## src/rtl/ext_bus_pkg.sv

```systemverilog
// Shared types and constants for the external bus controller.
package ext_bus_pkg;

    typedef enum logic [2:0] {
        IDLE,
        AH_SET,
        AH_HOLD,
        AL_SET,
        AL_HOLD,
        ACC,
        REC
    } bus_state_t;

    localparam int PORT_DATA  = 0;
    localparam int PORT_FETCH = 1;

    // Inactive levels of the pad strobes.
    localparam logic STROBE_IDLE = 1'b1;
    localparam logic LE_IDLE     = 1'b0;

endpackage

```

## src/rtl/ext_bus_ctrl_if.sv

```systemverilog
// Requester handshakes and external pad signals of the bus controller.
interface ext_bus_ctrl_if;

    logic        p0_req,   p1_req;
    logic        p0_we,    p1_we;
    logic [31:0] p0_addr,  p1_addr;
    logic [15:0] p0_wdata, p1_wdata;
    logic [1:0]  p0_be,    p1_be;
    logic        p0_ack,   p1_ack;
    logic [15:0] rdata;

    logic [15:0] db_out;
    logic        db_oe;
    logic [15:0] db_in;
    logic        le_hi, le_lo;
    logic        bdir;
    logic        OEb;
    logic        WEb_lo, WEb_hi;

    modport master (
        input  p0_req, p1_req, p0_we, p1_we, p0_addr, p1_addr,
               p0_wdata, p1_wdata, p0_be, p1_be, db_in,
        output p0_ack, p1_ack, rdata, db_out, db_oe, le_hi, le_lo,
               bdir, OEb, WEb_lo, WEb_hi
    );

    modport slave (
        output p0_req, p1_req, p0_we, p1_we, p0_addr, p1_addr,
               p0_wdata, p1_wdata, p0_be, p1_be, db_in,
        input  p0_ack, p1_ack, rdata, db_out, db_oe, le_hi, le_lo,
               bdir, OEb, WEb_lo, WEb_hi
    );

endinterface

```

## src/rtl/ext_bus_arb.sv

```systemverilog
// Two-way round-robin arbiter; the port not granted last wins a tie.
module ext_bus_arb (
    input  logic       clk,
    input  logic       rstn,
    input  logic [1:0] req_i,
    input  logic       adv_i,
    output logic [1:0] gnt_o,
    output logic       last_grant_o
);

    logic last_grant_q, last_grant_d;

    always_comb begin
        case (req_i)
            2'b01:   gnt_o = 2'b01;
            2'b10:   gnt_o = 2'b10;
            2'b11:   gnt_o = last_grant_q ? 2'b01 : 2'b10;
            default: gnt_o = 2'b00;
        endcase
    end

    always_comb begin
        last_grant_d = last_grant_q;
        if (adv_i && (|req_i)) last_grant_d = gnt_o[1];
    end

    always_ff @(posedge clk or negedge rstn) begin
        if (!rstn) last_grant_q <= 1'b1;
        else       last_grant_q <= last_grant_d;
    end

    assign last_grant_o = last_grant_q;

endmodule

```

## src/rtl/ext_bus_ctrl.sv

```systemverilog
// Multiplexed 16-bit external bus sequencer: address-latch phases, then a read
// or write strobe, shared between data (port 0) and fetch (port 1).
module ext_bus_ctrl
    import ext_bus_pkg::*;
#(
    parameter int WAIT_STATES = 2,
    parameter int HI_SKIP     = 1
) (
    input logic            clk,
    input logic            rstn,
    ext_bus_ctrl_if.master bus
);

    localparam int            WW        = (WAIT_STATES > 1) ? $clog2(WAIT_STATES) : 1;
    localparam logic [WW-1:0] WAIT_LAST = WW'(WAIT_STATES - 1);

    bus_state_t    state_q, state_d;
    logic [WW-1:0] wait_q, wait_d;
    logic [31:0]   addr_q, addr_d;
    logic          we_q, we_d;
    logic [15:0]   wdata_q, wdata_d;
    logic [1:0]    be_q, be_d;
    logic          hi_valid_q, hi_valid_d;
    logic [15:0]   hi_last_q, hi_last_d;
    logic          le_hi_q, le_hi_d, le_lo_q, le_lo_d;
    logic          oeb_q, oeb_d, web_lo_q, web_lo_d, web_hi_q, web_hi_d;
    logic          db_oe_q, db_oe_d, bdir_q, bdir_d;
    logic [15:0]   db_out_q, db_out_d, rdata_q, rdata_d;
    logic [1:0]    ack_q, ack_d;

    logic [1:0]    req, gnt;
    logic          adv, last_grant, sel;
    logic [31:0]   sel_addr;

    assign req      = {bus.p1_req, bus.p0_req};
    assign adv      = (state_q == IDLE);
    assign sel      = gnt[PORT_FETCH];
    assign sel_addr = sel ? bus.p1_addr : bus.p0_addr;

    ext_bus_arb u_arb (
        .clk          (clk),
        .rstn         (rstn),
        .req_i        (req),
        .adv_i        (adv),
        .gnt_o        (gnt),
        .last_grant_o (last_grant)
    );

    always_comb begin
        // NOTE: every variable gets a default first so no path leaves it unassigned (no latches).
        state_d    = state_q;
        wait_d     = wait_q;
        addr_d     = addr_q;
        we_d       = we_q;
        wdata_d    = wdata_q;
        be_d       = be_q;
        hi_valid_d = hi_valid_q;
        hi_last_d  = hi_last_q;
        rdata_d    = rdata_q;
        db_out_d   = db_out_q;
        le_hi_d    = LE_IDLE;
        le_lo_d    = LE_IDLE;
        oeb_d      = STROBE_IDLE;
        web_lo_d   = STROBE_IDLE;
        web_hi_d   = STROBE_IDLE;
        db_oe_d    = 1'b0;
        bdir_d     = 1'b0;
        ack_d      = 2'b00;

        case (state_q)
            IDLE: if (|req) begin
                addr_d  = sel_addr;
                we_d    = sel ? bus.p1_we    : bus.p0_we;
                wdata_d = sel ? bus.p1_wdata : bus.p0_wdata;
                be_d    = sel ? bus.p1_be    : bus.p0_be;
                if ((HI_SKIP != 0) && hi_valid_q && (sel_addr[31:16] == hi_last_q))
                    state_d = AL_SET;
                else
                    state_d = AH_SET;
            end
            AH_SET:  state_d = AH_HOLD;
            AH_HOLD: begin
                state_d    = AL_SET;
                hi_valid_d = 1'b1;
                hi_last_d  = addr_q[31:16];
            end
            AL_SET:  state_d = AL_HOLD;
            AL_HOLD: begin
                state_d = ACC;
                wait_d  = '0;
            end
            ACC: begin
                if (wait_q == WAIT_LAST) begin
                    state_d = REC;
                    if (!we_q) rdata_d = bus.db_in;
                end else begin
                    wait_d = wait_q + WW'(1);
                end
            end
            REC:     state_d = IDLE;
            default: state_d = IDLE;
        endcase

        // Pads are registered from the state being entered, so they line up with it.
        case (state_d)
            AH_SET: begin
                {db_oe_d, bdir_d} = 2'b11;
                db_out_d          = addr_d[31:16];
                le_hi_d           = 1'b1;
            end
            AH_HOLD, AL_HOLD: {db_oe_d, bdir_d} = 2'b11;
            AL_SET: begin
                {db_oe_d, bdir_d} = 2'b11;
                db_out_d          = addr_d[15:0];
                le_lo_d           = 1'b1;
            end
            ACC: begin
                if (we_d) begin
                    {db_oe_d, bdir_d} = 2'b11;
                    db_out_d          = wdata_d;
                    web_lo_d          = ~be_d[0];
                    web_hi_d          = ~be_d[1];
                end else begin
                    oeb_d = 1'b0;
                end
            end
            REC: begin
                if (we_d) {db_oe_d, bdir_d} = 2'b11;
                ack_d[last_grant] = 1'b1;
            end
            default: ;
        endcase
    end

    always_ff @(posedge clk or negedge rstn) begin
        if (!rstn) begin
            state_q    <= IDLE;
            wait_q     <= '0;
            addr_q     <= '0;
            we_q       <= 1'b0;
            wdata_q    <= '0;
            be_q       <= '0;
            hi_valid_q <= 1'b0;
            hi_last_q  <= '0;
            le_hi_q    <= LE_IDLE;
            le_lo_q    <= LE_IDLE;
            oeb_q      <= STROBE_IDLE;
            web_lo_q   <= STROBE_IDLE;
            web_hi_q   <= STROBE_IDLE;
            db_oe_q    <= 1'b0;
            bdir_q     <= 1'b0;
            db_out_q   <= '0;
            rdata_q    <= '0;
            ack_q      <= 2'b00;
        end else begin
            // NOTE: non-blocking so every register samples pre-edge values.
            state_q    <= state_d;
            wait_q     <= wait_d;
            addr_q     <= addr_d;
            we_q       <= we_d;
            wdata_q    <= wdata_d;
            be_q       <= be_d;
            hi_valid_q <= hi_valid_d;
            hi_last_q  <= hi_last_d;
            le_hi_q    <= le_hi_d;
            le_lo_q    <= le_lo_d;
            oeb_q      <= oeb_d;
            web_lo_q   <= web_lo_d;
            web_hi_q   <= web_hi_d;
            db_oe_q    <= db_oe_d;
            bdir_q     <= bdir_d;
            db_out_q   <= db_out_d;
            rdata_q    <= rdata_d;
            ack_q      <= ack_d;
        end
    end

    assign bus.le_hi  = le_hi_q;
    assign bus.le_lo  = le_lo_q;
    assign bus.OEb    = oeb_q;
    assign bus.WEb_lo = web_lo_q;
    assign bus.WEb_hi = web_hi_q;
    assign bus.db_oe  = db_oe_q;
    assign bus.bdir   = bdir_q;
    assign bus.db_out = db_out_q;
    assign bus.rdata  = rdata_q;
    assign bus.p0_ack = ack_q[PORT_DATA];
    assign bus.p1_ack = ack_q[PORT_FETCH];

endmodule

```

## src/flat_wrapper.sv

```systemverilog
// flat-port wrapper written by rule: the top's interface ports become plain ports
module ext_bus_ctrl_flat import ext_bus_pkg::*;
#(
    parameter int WAIT_STATES = 2,
    parameter int HI_SKIP     = 1
)
  (clk, rstn, bus_p0_req, bus_p1_req, bus_p0_we, bus_p1_we, bus_p0_addr, bus_p1_addr, bus_p0_wdata, bus_p1_wdata, bus_p0_be, bus_p1_be, bus_db_in, bus_p0_ack, bus_p1_ack, bus_rdata, bus_db_out, bus_db_oe, bus_le_hi, bus_le_lo, bus_bdir, bus_OEb, bus_WEb_lo, bus_WEb_hi);
  ext_bus_ctrl_if bus_i ();
  input logic clk;
  input logic rstn;
  input wire logic [$bits(bus_i.p0_req)-1:0] bus_p0_req;
  input wire logic [$bits(bus_i.p1_req)-1:0] bus_p1_req;
  input wire logic [$bits(bus_i.p0_we)-1:0] bus_p0_we;
  input wire logic [$bits(bus_i.p1_we)-1:0] bus_p1_we;
  input wire logic [$bits(bus_i.p0_addr)-1:0] bus_p0_addr;
  input wire logic [$bits(bus_i.p1_addr)-1:0] bus_p1_addr;
  input wire logic [$bits(bus_i.p0_wdata)-1:0] bus_p0_wdata;
  input wire logic [$bits(bus_i.p1_wdata)-1:0] bus_p1_wdata;
  input wire logic [$bits(bus_i.p0_be)-1:0] bus_p0_be;
  input wire logic [$bits(bus_i.p1_be)-1:0] bus_p1_be;
  input wire logic [$bits(bus_i.db_in)-1:0] bus_db_in;
  output wire logic [$bits(bus_i.p0_ack)-1:0] bus_p0_ack;
  output wire logic [$bits(bus_i.p1_ack)-1:0] bus_p1_ack;
  output wire logic [$bits(bus_i.rdata)-1:0] bus_rdata;
  output wire logic [$bits(bus_i.db_out)-1:0] bus_db_out;
  output wire logic [$bits(bus_i.db_oe)-1:0] bus_db_oe;
  output wire logic [$bits(bus_i.le_hi)-1:0] bus_le_hi;
  output wire logic [$bits(bus_i.le_lo)-1:0] bus_le_lo;
  output wire logic [$bits(bus_i.bdir)-1:0] bus_bdir;
  output wire logic [$bits(bus_i.OEb)-1:0] bus_OEb;
  output wire logic [$bits(bus_i.WEb_lo)-1:0] bus_WEb_lo;
  output wire logic [$bits(bus_i.WEb_hi)-1:0] bus_WEb_hi;
  assign bus_i.p0_req = bus_p0_req;
  assign bus_i.p1_req = bus_p1_req;
  assign bus_i.p0_we = bus_p0_we;
  assign bus_i.p1_we = bus_p1_we;
  assign bus_i.p0_addr = bus_p0_addr;
  assign bus_i.p1_addr = bus_p1_addr;
  assign bus_i.p0_wdata = bus_p0_wdata;
  assign bus_i.p1_wdata = bus_p1_wdata;
  assign bus_i.p0_be = bus_p0_be;
  assign bus_i.p1_be = bus_p1_be;
  assign bus_i.db_in = bus_db_in;
  assign bus_p0_ack = bus_i.p0_ack;
  assign bus_p1_ack = bus_i.p1_ack;
  assign bus_rdata = bus_i.rdata;
  assign bus_db_out = bus_i.db_out;
  assign bus_db_oe = bus_i.db_oe;
  assign bus_le_hi = bus_i.le_hi;
  assign bus_le_lo = bus_i.le_lo;
  assign bus_bdir = bus_i.bdir;
  assign bus_OEb = bus_i.OEb;
  assign bus_WEb_lo = bus_i.WEb_lo;
  assign bus_WEb_hi = bus_i.WEb_hi;
  ext_bus_ctrl #(.WAIT_STATES(WAIT_STATES), .HI_SKIP(HI_SKIP)) u_core (.clk(clk), .rstn(rstn), .bus(bus_i));
endmodule
```

## config.mk

```make
export PLATFORM = sky130hd
export DESIGN_NAME = ext_bus_ctrl_flat
export DESIGN_NICKNAME = d
export VERILOG_FILES = /design/src/rtl/ext_bus_pkg.sv /design/src/rtl/ext_bus_ctrl_if.sv /design/src/rtl/ext_bus_arb.sv /design/src/rtl/ext_bus_ctrl.sv /design/src/flat_wrapper.sv
export SDC_FILE = /design/constraint.sdc
export NUM_CORES = 1
export LEC_CHECK = 0
export ABC_AREA = 1
export BUFFER_PORTS_ARGS = -buffer_cell sky130_fd_sc_hd__buf_4
export CAP_MARGIN = 20
export CORE_UTILIZATION = 45
export CTS_CLUSTER_SIZE = 20
export DETAILED_ROUTE_END_ITERATION = 8
export PLACE_DENSITY = 0.73
export SYNTH_ARGS = -nofsm -noshare
export SYNTH_HDL_FRONTEND = slang
export SYNTH_HIERARCHICAL = 1
export SYNTH_SLANG_ARGS = --single-unit
```

## constraint.sdc

```tcl
create_clock -name clk -period 2.6 [get_ports clk]
set_clock_uncertainty 0.15 [all_clocks]
set_input_delay 0.26 -clock clk [delete_from_list [all_inputs] [get_ports clk]]
set_output_delay 0.26 -clock clk [all_outputs]
set_load 0.03 [all_outputs]
```

==> results.sh <==
export IMPL_finalPower_mw=10.48
export IMPL_layout_area_seq_um2=2833
export IMPL_layout_setup_ws_ps=-2.804
export IMPL_dieHeight_um=115.0
export IMPL_layout_nets=1044
export IMPL_hp_class="primary input to register"
export IMPL_multi_input_area_um2=2480
export IMPL_antenna_left=0
export IMPL_dp_worst_setup_slack_ps=-37.98
export IMPL_max_freq_mhz=384.2
export IMPL_rows=40
export IMPL_synthesis_nets=854
export IMPL_wire_per_inst_um=14.19
export IMPL_worst_pin_slew_ps=525.1
export IMPL_gr_usage_all_layers=0.2431
export IMPL_final_fill_count=1075
export IMPL_critPathMaxFanout=8
export IMPL_via_per_inst=4.859
export IMPL_cp_data_required_time_ps=2750
export IMPL_cts_root_buf="clkbuf_16"
export IMPL_drv_slew=0
export IMPL_leakage_nw=4.115
export IMPL_via_count=5355
export IMPL_grt_max_degree=91
export IMPL_startpoint_type="register"
export IMPL_critPathKind="register to register"
export IMPL_cts_max_level=4
export IMPL_finalHoldViolations=0
export IMPL_place_port_buffers=162
export IMPL_antenna_found_initial=0
export IMPL_cpMaxStageDelayCell="dfstp_2"
export IMPL_power_density_nw_per_um2=1287
export IMPL_cts_sinks=113
export IMPL_hpwl_um=10500
export IMPL_area_growth_pct=41.65
export IMPL_final_area_um2=8144
export IMPL_grt_pass1_wl_um=24750
export IMPL_ir_worst_vdd_v=0.0006316
export IMPL_ys_warn_count=6
export IMPL_avgSynthCellArea_um2=7.854
export IMPL_antenna_cells=0
export IMPL_cp_cell_sequence="nand2_2 > and2_4 > clkbuf_16 > nand2_2 > nand2_2 > nand2_2 > nand2_1 > nor2_1 > nand2_1 > nor2_1 > nand3_1 > nand2_1 > nand2_2 > nand2_8 > nand2_8 > nand2_4 > nor2_1 > nor2_1 > nor2_1"
export IMPL_layout_drive_gt1_share=0.2934
export IMPL_coreArea_um2=12210
export IMPL_die_w_um=115.0
export IMPL_drt_wl_total_um=15630
export IMPL_violations="negative setup slack"
export IMPL_cp_slowest_stage_delay_ps=550
export IMPL_placed_area_um2=7137
export IMPL_ios=163
export IMPL_utilization=0.6669
export IMPL_finalSetupViolCount=1
export IMPL_timing_final_crit_share=1.001
export IMPL_dp_cells=1038
export IMPL_syn_inst=732
export IMPL_start_util=0.4708
export IMPL_max_slew_margin=0.6469
export IMPL_drv_cap=0
export IMPL_hold_ws_ps=23.00
export IMPL_cts_clk_slew_worst_paths_ps=50
export IMPL_cts_made_buffers=17
export IMPL_grt_pass1_vias=5107
export IMPL_status="finished, violations left"
export IMPL_grt_overflow=0
export IMPL_place_congestion=0.8325
export IMPL_drcViolationCount=0
export IMPL_syn_area_um2=5749
export IMPL_cts_tree="yes"
export IMPL_endpoint_kind="register"
export IMPL_dieArea_um2=13230
export IMPL_drt_pass1_iter_count=5
export IMPL_drt_iter0_drc=405
export IMPL_rsz0062_at_grt="true"
export IMPL_insertion_delay_ps=410
export IMPL_cts_max_path_buffers=2
export IMPL_crit_arrival_ps=2750
export IMPL_setup_tns_ps=-2.804
export IMPL_fin_crit_ps=2603
export IMPL_instances_no_fill=1102
[layout make-up]
cell class                 count  share of cell area
timing repair inverter         1            0.001075
tap                          168             0.02581
timing repair buffer         206              0.2139
clock inverter                 6            0.006760
sequential                   113              0.3478
clock buffer                  25             0.06084
inverter                      82             0.03933
multi-input combinational    501              0.3045
[metal layers]
metal,vias to the layer above,part of all wire,routed length (um),GRT usage
met1,2446,0.46,7201,0.3338
met4,0,0.015,240,0.07792
met5,-,0,0,0
met2,197,0.46,7189,0.3819
met3,20,0.064,1003,0.05640
li1,2692,-,-,-
[report_power, final]
part | internal, mW | switching, mW
clock network | 1.40 | 0.747
registers | 2.65 | 0.406
logic | 2.03 | 3.25
[cells in the final DEF (no fill, tap or decap), types with 2 or more instances in the layout]
cell	count
dfstp_2	4
buf_6	2
clkbuf_8	4
nor3_2	3
nand2_8	3
nand3_1	49
inv_2	8
o21ai_1	3
o31ai_1	34
nor2_1	153
inv_1	73
o21ai_0	34
clkinv_2	5
clkbuf_16	21
nand3b_1	7
nand2_1	166
or2_2	11
o21ai_4	3
buf_4	174
dfrtp_1	109
dlygate4sd3_1	20
nand2_2	5
nor3_1	2
clkbuf_1	4
mux2_2	16
buf_12	5
[registers in the layout (all words and copies together), names as in the netlist, 2 cells and up]
signal,cells
u_core/be_q,2
u_core/state_q,3
u_core/addr_q,32
u_core/hi_last_q,16
u_core/ack_q,2
u_core/bus.rdata,16
u_core/bus.db_out,16
u_core/wdata_q,16
[repair_timing]
item | in CTS | in global routing
hold endpoints to repair | 127 | 0
pin swaps | 0 | 5
setup endpoints to repair | 16 | 16
hold buffers | 21 | 0
resized for setup | 2 | 17
buffers inserted | 0 | 5
cloned | 0 | 7
[critical path, delay by kind of cell, from the launching register on]
family | cells | cell delay [ps]
simple gates | 18 | 1580
buf+inv | 1 | 180
flops | 1 | 550
[final timing paths]
check                           cells past startpoint                    to                       from  slack [ps]
worst max-delay path                               19  u_core/bus.db_out[6]  u_core/u_arb/last_grant_o          -3
worst min register to register                      1     u_core/hi_valid_q          u_core/hi_valid_q         320
max in group asynchronous                           3     u_core/addr_q[27]                       rstn        1580
worst min-delay path                                3     u_core/wdata_q[5]            bus_p0_wdata[5]          20
worst max register to register                     19  u_core/bus.db_out[6]  u_core/u_arb/last_grant_o          -3
min in group asynchronous                           2     u_core/wdata_q[1]                       rstn          70
No activity file was read; power rests on OpenSTA's default activity.
